--- src/rtl/uart_pkg.sv ---
// Shared UART receive definitions: FSM state codes, default frame geometry and the
// mid-bit sample point.
package uart_pkg;

  localparam int unsigned OVERSAMPLE_DEF = 16;
  localparam int unsigned DATA_BITS_DEF  = 8;
  localparam int unsigned MID_DEF        = OVERSAMPLE_DEF / 2;

  typedef logic [1:0] state_t;

  localparam state_t ST_IDLE  = 2'd0;
  localparam state_t ST_START = 2'd1;
  localparam state_t ST_DATA  = 2'd2;
  localparam state_t ST_STOP  = 2'd3;

endpackage

--- src/rtl/uart_rx_sync.sv ---
// Two-flop synchronizer for rx_line plus a 3-sample majority voter centred on the
// mid-bit tick (samples at M-1 and M are held, the third is the live rx_s at M+1).
module uart_rx_sync #(
  parameter int unsigned OVERSAMPLE = 16
) (
  input  logic                          clk_50mhz,
  input  logic                          rst_n,
  input  logic                          rx_sample_tick,
  input  logic                          rx_line,
  input  logic [$clog2(OVERSAMPLE)-1:0] tick_ctr,
  output logic                          rx_s,
  output logic                          vote
);

  localparam int unsigned CW = $clog2(OVERSAMPLE);
  localparam int unsigned M  = OVERSAMPLE / 2;
  localparam logic [CW-1:0] CTR_SMP0 = CW'(M - 1);
  localparam logic [CW-1:0] CTR_SMP1 = CW'(M);

  logic       meta_q, meta_d;
  logic       rx_s_q, rx_s_d;
  logic [1:0] smp_q, smp_d;

  always_comb begin
    meta_d = rx_line;
    rx_s_d = meta_q;
    smp_d  = smp_q;
    if (rx_sample_tick) begin
      if (tick_ctr == CTR_SMP0) smp_d[0] = rx_s_q;
      if (tick_ctr == CTR_SMP1) smp_d[1] = rx_s_q;
    end
  end

  always_ff @(posedge clk_50mhz or negedge rst_n) begin
    if (!rst_n) begin
      meta_q <= 1'b1;
      rx_s_q <= 1'b1;
      smp_q  <= '1;
    end else begin
      meta_q <= meta_d;
      rx_s_q <= rx_s_d;
      smp_q  <= smp_d;
    end
  end

  assign rx_s = rx_s_q;
  assign vote = (smp_q[0] & smp_q[1]) | (smp_q[0] & rx_s_q) | (smp_q[1] & rx_s_q);

endmodule

--- src/rtl/uart_rx_core.sv ---
// 8N1 UART receiver: oversampled start/data/stop FSM with a valid/ack output
// handshake, framing-error and sticky overrun flags.
module uart_rx_core
  import uart_pkg::*;
#(
  parameter int unsigned OVERSAMPLE = OVERSAMPLE_DEF,
  parameter int unsigned DATA_BITS  = DATA_BITS_DEF
) (
  input  logic                 clk_50mhz,
  input  logic                 rst_n,
  input  logic                 rx_sample_tick,
  input  logic                 rx_line,
  input  logic                 rx_ack,
  output logic [DATA_BITS-1:0] rx_data,
  output logic                 rx_valid,
  output logic                 rx_frame_err,
  output logic                 rx_overrun,
  output logic                 rx_busy
);

  localparam int unsigned CW = $clog2(OVERSAMPLE);
  localparam int unsigned BW = (DATA_BITS > 1) ? $clog2(DATA_BITS) : 1;
  localparam logic [CW-1:0] CTR_VOTE = CW'(OVERSAMPLE / 2 + 1);
  localparam logic [CW-1:0] CTR_LAST = CW'(OVERSAMPLE - 1);
  localparam logic [BW-1:0] IDX_LAST = BW'(DATA_BITS - 1);

  state_t               state_q, state_d;
  logic [CW-1:0]        tick_ctr_q, tick_ctr_d;
  logic [BW-1:0]        bit_idx_q, bit_idx_d;
  logic [DATA_BITS-1:0] shift_q, shift_d;
  logic [DATA_BITS-1:0] rx_data_q, rx_data_d;
  logic                 rx_valid_q, rx_valid_d;
  logic                 rx_frame_err_q, rx_frame_err_d;
  logic                 rx_overrun_q, rx_overrun_d;
  logic                 rx_s;
  logic                 vote;
  logic                 byte_done;

  uart_rx_sync #(
    .OVERSAMPLE(OVERSAMPLE)
  ) u_sync (
    .clk_50mhz     (clk_50mhz),
    .rst_n         (rst_n),
    .rx_sample_tick(rx_sample_tick),
    .rx_line       (rx_line),
    .tick_ctr      (tick_ctr_q),
    .rx_s          (rx_s),
    .vote          (vote)
  );

  always_comb begin
    state_d    = state_q;
    tick_ctr_d = tick_ctr_q;
    bit_idx_d  = bit_idx_q;
    shift_d    = shift_q;
    byte_done  = 1'b0;
    if (rx_sample_tick) begin
      case (state_q)
        ST_IDLE: begin
          tick_ctr_d = '0;
          if (!rx_s) state_d = ST_START;
        end
        ST_START: begin
          tick_ctr_d = tick_ctr_q + 1'b1;
          if (tick_ctr_q == CTR_VOTE && vote) begin
            state_d = ST_IDLE;
          end else if (tick_ctr_q == CTR_LAST) begin
            state_d    = ST_DATA;
            tick_ctr_d = '0;
            bit_idx_d  = '0;
          end
        end
        ST_DATA: begin
          tick_ctr_d = tick_ctr_q + 1'b1;
          if (tick_ctr_q == CTR_VOTE) shift_d = {vote, shift_q[DATA_BITS-1:1]};
          if (tick_ctr_q == CTR_LAST) begin
            tick_ctr_d = '0;
            if (bit_idx_q == IDX_LAST) state_d = ST_STOP;
            else bit_idx_d = bit_idx_q + 1'b1;
          end
        end
        ST_STOP: begin
          tick_ctr_d = tick_ctr_q + 1'b1;
          // Leave at mid-stop so a start bit immediately following is not missed.
          if (tick_ctr_q == CTR_VOTE) begin
            byte_done  = 1'b1;
            state_d    = ST_IDLE;
            tick_ctr_d = '0;
          end
        end
        default: state_d = ST_IDLE;
      endcase
    end
  end

  always_comb begin
    rx_data_d      = rx_data_q;
    rx_valid_d     = rx_valid_q;
    rx_frame_err_d = rx_frame_err_q;
    rx_overrun_d   = rx_overrun_q;
    if (rx_ack && rx_valid_q) begin
      rx_valid_d   = 1'b0;
      rx_overrun_d = 1'b0;
    end
    // A completing byte wins over a same-cycle ack; only an unacked overwrite is an overrun.
    if (byte_done) begin
      rx_data_d      = shift_q;
      rx_frame_err_d = ~vote;
      rx_valid_d     = 1'b1;
      if (rx_valid_q && !rx_ack) rx_overrun_d = 1'b1;
    end
  end

  always_ff @(posedge clk_50mhz or negedge rst_n) begin
    if (!rst_n) begin
      state_q        <= ST_IDLE;
      tick_ctr_q     <= '0;
      bit_idx_q      <= '0;
      shift_q        <= '0;
      rx_data_q      <= '0;
      rx_valid_q     <= 1'b0;
      rx_frame_err_q <= 1'b0;
      rx_overrun_q   <= 1'b0;
    end else begin
      state_q        <= state_d;
      tick_ctr_q     <= tick_ctr_d;
      bit_idx_q      <= bit_idx_d;
      shift_q        <= shift_d;
      rx_data_q      <= rx_data_d;
      rx_valid_q     <= rx_valid_d;
      rx_frame_err_q <= rx_frame_err_d;
      rx_overrun_q   <= rx_overrun_d;
    end
  end

  assign rx_data      = rx_data_q;
  assign rx_valid     = rx_valid_q;
  assign rx_frame_err = rx_frame_err_q;
  assign rx_overrun   = rx_overrun_q;
  assign rx_busy      = (state_q != ST_IDLE);

endmodule
--- config.mk ---
export PLATFORM = sky130hd
export DESIGN_NAME = uart_rx_core
export DESIGN_NICKNAME = d
export VERILOG_FILES = /design/src/rtl/uart_pkg.sv /design/src/rtl/uart_rx_sync.sv /design/src/rtl/uart_rx_core.sv
export SDC_FILE = /design/constraint.sdc
export NUM_CORES = 1
export LEC_CHECK = 0
export BUFFER_PORTS_ARGS = -buffer_cell sky130_fd_sc_hd__buf_2
export CORE_MARGIN = 2
export CORE_UTILIZATION = 55
export CTS_BUF_LIST = sky130_fd_sc_hd__clkbuf_4
export DETAILED_ROUTE_END_ITERATION = 10
export PLACE_DENSITY = 0.81
export SYNTH_ARGS = -nofsm -noshare
export SYNTH_HDL_FRONTEND = slang
export SYNTH_HIERARCHICAL = 1
export SYNTH_SLANG_ARGS = --single-unit
--- constraint.sdc ---
create_clock -name clk_50mhz -period 2.25 [get_ports clk_50mhz]
set_input_delay 0 -clock clk_50mhz [delete_from_list [all_inputs] [get_ports clk_50mhz]]
set_output_delay 0 -clock clk_50mhz [all_outputs]
set_load 0.05 [all_outputs]
==> Flow_metrics.wiki <==
{| class="wikitable"
! Metric !! Value
|-
| Result of the run || complete, no violations
|-
| Post-route fraction of the period consumed by the critical path || 79.9%
|-
| Warnings, synthesis || 6
|-
| Power consumption || 1.75 mW
|-
| Synth area leaders || sky130_fd_sc_hd__dfrtp_1, sky130_fd_sc_hd__mux2_2, sky130_fd_sc_hd__dfstp_2
|-
| HPWL after detailed placement || 1820 µm
|-
| Worst reg-to-reg setup slack || 450 ps
|-
| Worst Hold Launch || rx_sample_tick
|-
| Static leakage || 0.831 nW
|-
| Biggest fanout along the worst timing path || 10
|-
| Share of async-settable or async-resettable flops after synthesis || 100%
|-
| Clock tree from TritonCTS || yes
|-
| Final max-slew violation count || 0
|-
| Clock period minus final worst setup slack || 1800 ps
|-
| Starting utilization of the core area || between 50% and 60%
|-
| Proportion of layout cells with a drive suffix above 1 || 37.3%
|-
| CP Cell Sequence || inv_1 > ha_1 > nand2_1 > nor2_2 > mux2_2
|-
| CTS sink cnt || 32
|-
| Largest net degree at the start of global routing || 33
|-
| Sequential cell area || 806 µm²
|-
| Setup repair after global routing missed its margin || false
|-
| Flip-flop cell with the highest count after synthesis || sky130_fd_sc_hd__dfrtp_1
|-
| Slowest cell delay on critical path || around 430 ps
|-
| Count of maximum capacitance violations || 0
|-
| Area fraction of the dominant cell type after synthesis || 47.3%
|-
| Post-synthesis cell type count || 36
|-
| DR vias/cell || 5.88
|-
| Critical path class || reg2reg
|-
| Count of cells along the worst register-to-register path || 5
|-
| Areal power density over the cells || about 1000 mW/mm²
|-
| Number of buffer and inverter instances along the worst setup path || 1
|-
| Final ANT Viol Nets || 0
|-
| Maximum clock skew at final layout || 7.88 ps
|-
| Setup violation total in the final timing report || 0
|-
| Power share of the combinational group || a little over a quarter
|-
| Filler-free cell count of the finished design || 172
|-
| Most used standard cells in the synthesized netlist || sky130_fd_sc_hd__dfrtp_1, sky130_fd_sc_hd__mux2_2, sky130_fd_sc_hd__o21ai_0, sky130_fd_sc_hd__nand2_1, sky130_fd_sc_hd__inv_1
|-
| Layout overhead on the synthesized area || 13.8%
|-
| Clk root buf || sky130_fd_sc_hd__clkbuf_4
|-
| Crit path max-delay cell type || sky130_fd_sc_hd__dfrtp_1
|-
| Height of the chip || 55.9 µm
|-
| Rows || 18
|-
| Number of enable-type register cells in the synthesized netlist || 0
|-
| Portion of total power attributed to the clock network || 24.7%
|-
| Total core area || 0.00252 mm²
|-
| Wire length of the first global-routing pass || 4600 µm
|-
| Count leader, synth || sky130_fd_sc_hd__dfrtp_1
|-
| Critical Path Start Type || flop
|-
| Iteration-0 DRC Markers || 26
|-
| Number of vias after detailed routing || 1012
|-
| Final standard cell utilization of the core || roughly two thirds
|-
| Multi-input gate area || ~640 µm²
|-
| Number of buffers on the longest clock path || 2
|-
| Antenna cells || 0
|-
| Vias in the first global route || 969
|-
| H-tree depth || 2
|-
| Average wire length per cell after detail routing || 15.6 µm
|-
| End of the worst register-to-register path || rx_data[3]
|-
| Number of buffers added by the clock tree synthesis step || 5
|-
| CP endpoint kind || flop
|-
| Maximum vdd ir drop || 0.771 mV
|-
| Data required time at the worst endpoint || 2470 ps
|-
| Type of the worst min-delay path || in2reg
|-
| Placer's final routability congestion estimate || 0.806
|-
| Worst max-slew margin expressed relative to the limit || 54.0%
|-
| Highest Clock Rate || 0.556 GHz
|-
| Aggregate global-route resource usage || 19.0%
|-
| Largest delay share family, worst path || simple AND/OR/NAND/NOR gates
|-
| Switching pwr || 611 µW
|-
| Net count reported at finish || 150
|-
| Total Wirelength || 2690 µm
|-
| Number of instances on the worst hold path || 3
|-
| Synth Net Count || 128
|-
| Final Hold Violating Endpoints || 0
|-
| Cell type with the highest aggregate area in the netlist || sky130_fd_sc_hd__dfrtp_1
|-
| I/O pin count || 17
|-
| Register bit total from synthesis || 32
|-
| Count of buffers inserted at the top-level ports || 16
|-
| Share of power burned in registers || 47.9%
|-
| Summed negative setup slack over all endpoints || 0 ps
|-
| Reg2Reg Launch Point || tick_ctr_q[1]
|-
| Cell area after synthesis || 0.00148 mm²
|-
| Clock network latency to the later pin of the worst-skew pair || 330 ps
|-
| Average instance area after synthesis || 12.5 µm²
|-
| Number of detailed-routing iterations run before antenna repair || 4
|-
| Worst Hold End || tick_ctr_q[0]
|-
| Sw Share || 34.9%
|-
| P_int || around 1.1 mW
|-
| DP Cell Count || 161
|-
| Count of mapped cells out of synthesis || roughly 120
|-
| Number of gates resized after CTS || 0
|-
| Clock transition at the registers of the reported paths || 100 ps
|-
| Tightest Pin Transition || 691 ps
|-
| Overall die width || 55.9 µm
|-
| Area enclosed by the die boundary || 0.00313 mm²
|-
| Fill cell total of the finished layout || between 150 and 200
|-
| Count of unresolved DRC violations after routing || 0
|-
| Overflow left after global routing || 0
|-
| Worst Path Arrival || 2020 ps
|-
| Register area share after synthesis || 54.3%
|-
| Antenna violations before repair || 0
|}
## power by group through the flow
stage          Clock, mW  Sequential, mW  Combinational [mW]
4_1_cts            0.444           0.834               0.485
5_1_grt            0.476           0.857               0.529
3_5_place_dp           0           0.844               0.474
2_1_floorplan          0           0.820               0.384
6_report           0.433           0.838               0.479
3_3_place_gp           0           0.829               0.450
## layer usage
layer | GRT usage, % | vias up | share of wire, %
li1 | - | 485 | -
met1 | 23.9 | 495 | 43
met2 | 31.1 | 25 | 51
met3 | 4.88 | 7 | 4.1
met4 | 8.16 | 0 | 1.8
met5 | 0 | - | 0
## placed cells by master, fill, tap and decap left out, drive strengths merged, types with 2 or more instances in the layout
| cell | count |
|---|---|
| buf | 16 |
| inv | 5 |
| dfrtp | 28 |
| dlygate4sd3 | 3 |
| ha | 4 |
| nand2 | 7 |
| nand3 | 4 |
| nand3b | 2 |
| nor2 | 3 |
| a22oi | 2 |
| clkbuf | 6 |
| nand2b | 3 |
| mux2 | 18 |
| o32ai | 2 |
| dfstp | 4 |
| o21ai | 8 |
| nor3b | 4 |
| o22ai | 2 |
| a21oi | 4 |
## area by class of cell
cell class	count	area share, %
Clock inverter	2	2.08
Clock buffer	6	2.67
Tap cell	30	2.22
Timing Repair Buffer	19	6.52
Multi-Input combinational cell	78	37.7
Sequential cell	32	47.7
Inverter	5	1.11
## cells by family after synthesis
family,count (synthesis),synth area share [%]
simple gates,29,13.2
flops,32,54.3
compound gates,25,11.0
fa+ha+maj,5,4.05
buf+inv,9,2.78
mux,19,14.6
## sequential cells by signal, indices dropped and copies added (netlist names), named ones only
signal and flops:
rx_data 8, rx_frame_err 1, rx_valid 1, u_sync/meta_q 1, bit_idx_q 3, u_sync/rx_s 1
tick_ctr_q 4, shift_q 8, u_sync/smp_q 2, state_q 1
## stage by stage
step | area [µm²] | setup WS, ps | hold WS (ps)
3_3_place_gp | 1580 | 548 | 71.3
2_1_floorplan | 1480 | 677 | -296
6_report | 1690 | 452 | 65.6
3_5_place_dp | 1580 | 461 | 80.1
5_1_grt | 1690 | 296 | 62.7
4_1_cts | 1690 | 423 | 47.4
## worst max-delay path by stage
stage | start | slack [ps] | to | cells after the start
floorplan | tick_ctr_q[2] | 680 | shift_q[0] | 4
global placement | tick_ctr_q[1] | 550 | rx_data[4] | 5
detailed placement | tick_ctr_q[1] | 460 | rx_data[3] | 5
CTS | tick_ctr_q[1] | 420 | rx_data[3] | 5
global route | tick_ctr_q[0] | 300 | rx_data[3] | 4
finish | tick_ctr_q[1] | 450 | rx_data[3] | 5
## worst reg2reg max path, stage by stage, from the launching register on
cell and delay, ps:
sky130_fd_sc_hd__dfrtp_1 430, sky130_fd_sc_hd__inv_1 90, sky130_fd_sc_hd__ha_1 190, sky130_fd_sc_hd__nand2_1 150
sky130_fd_sc_hd__nor2_2 430, sky130_fd_sc_hd__mux2_2 400
## repair_timing
action	4_1_cts	5_1_grt
hold endpoints to repair	31	0
hold buffers	3	0
buffers inserted	0	0
Note: power is estimated with default switching activity, not from simulation.
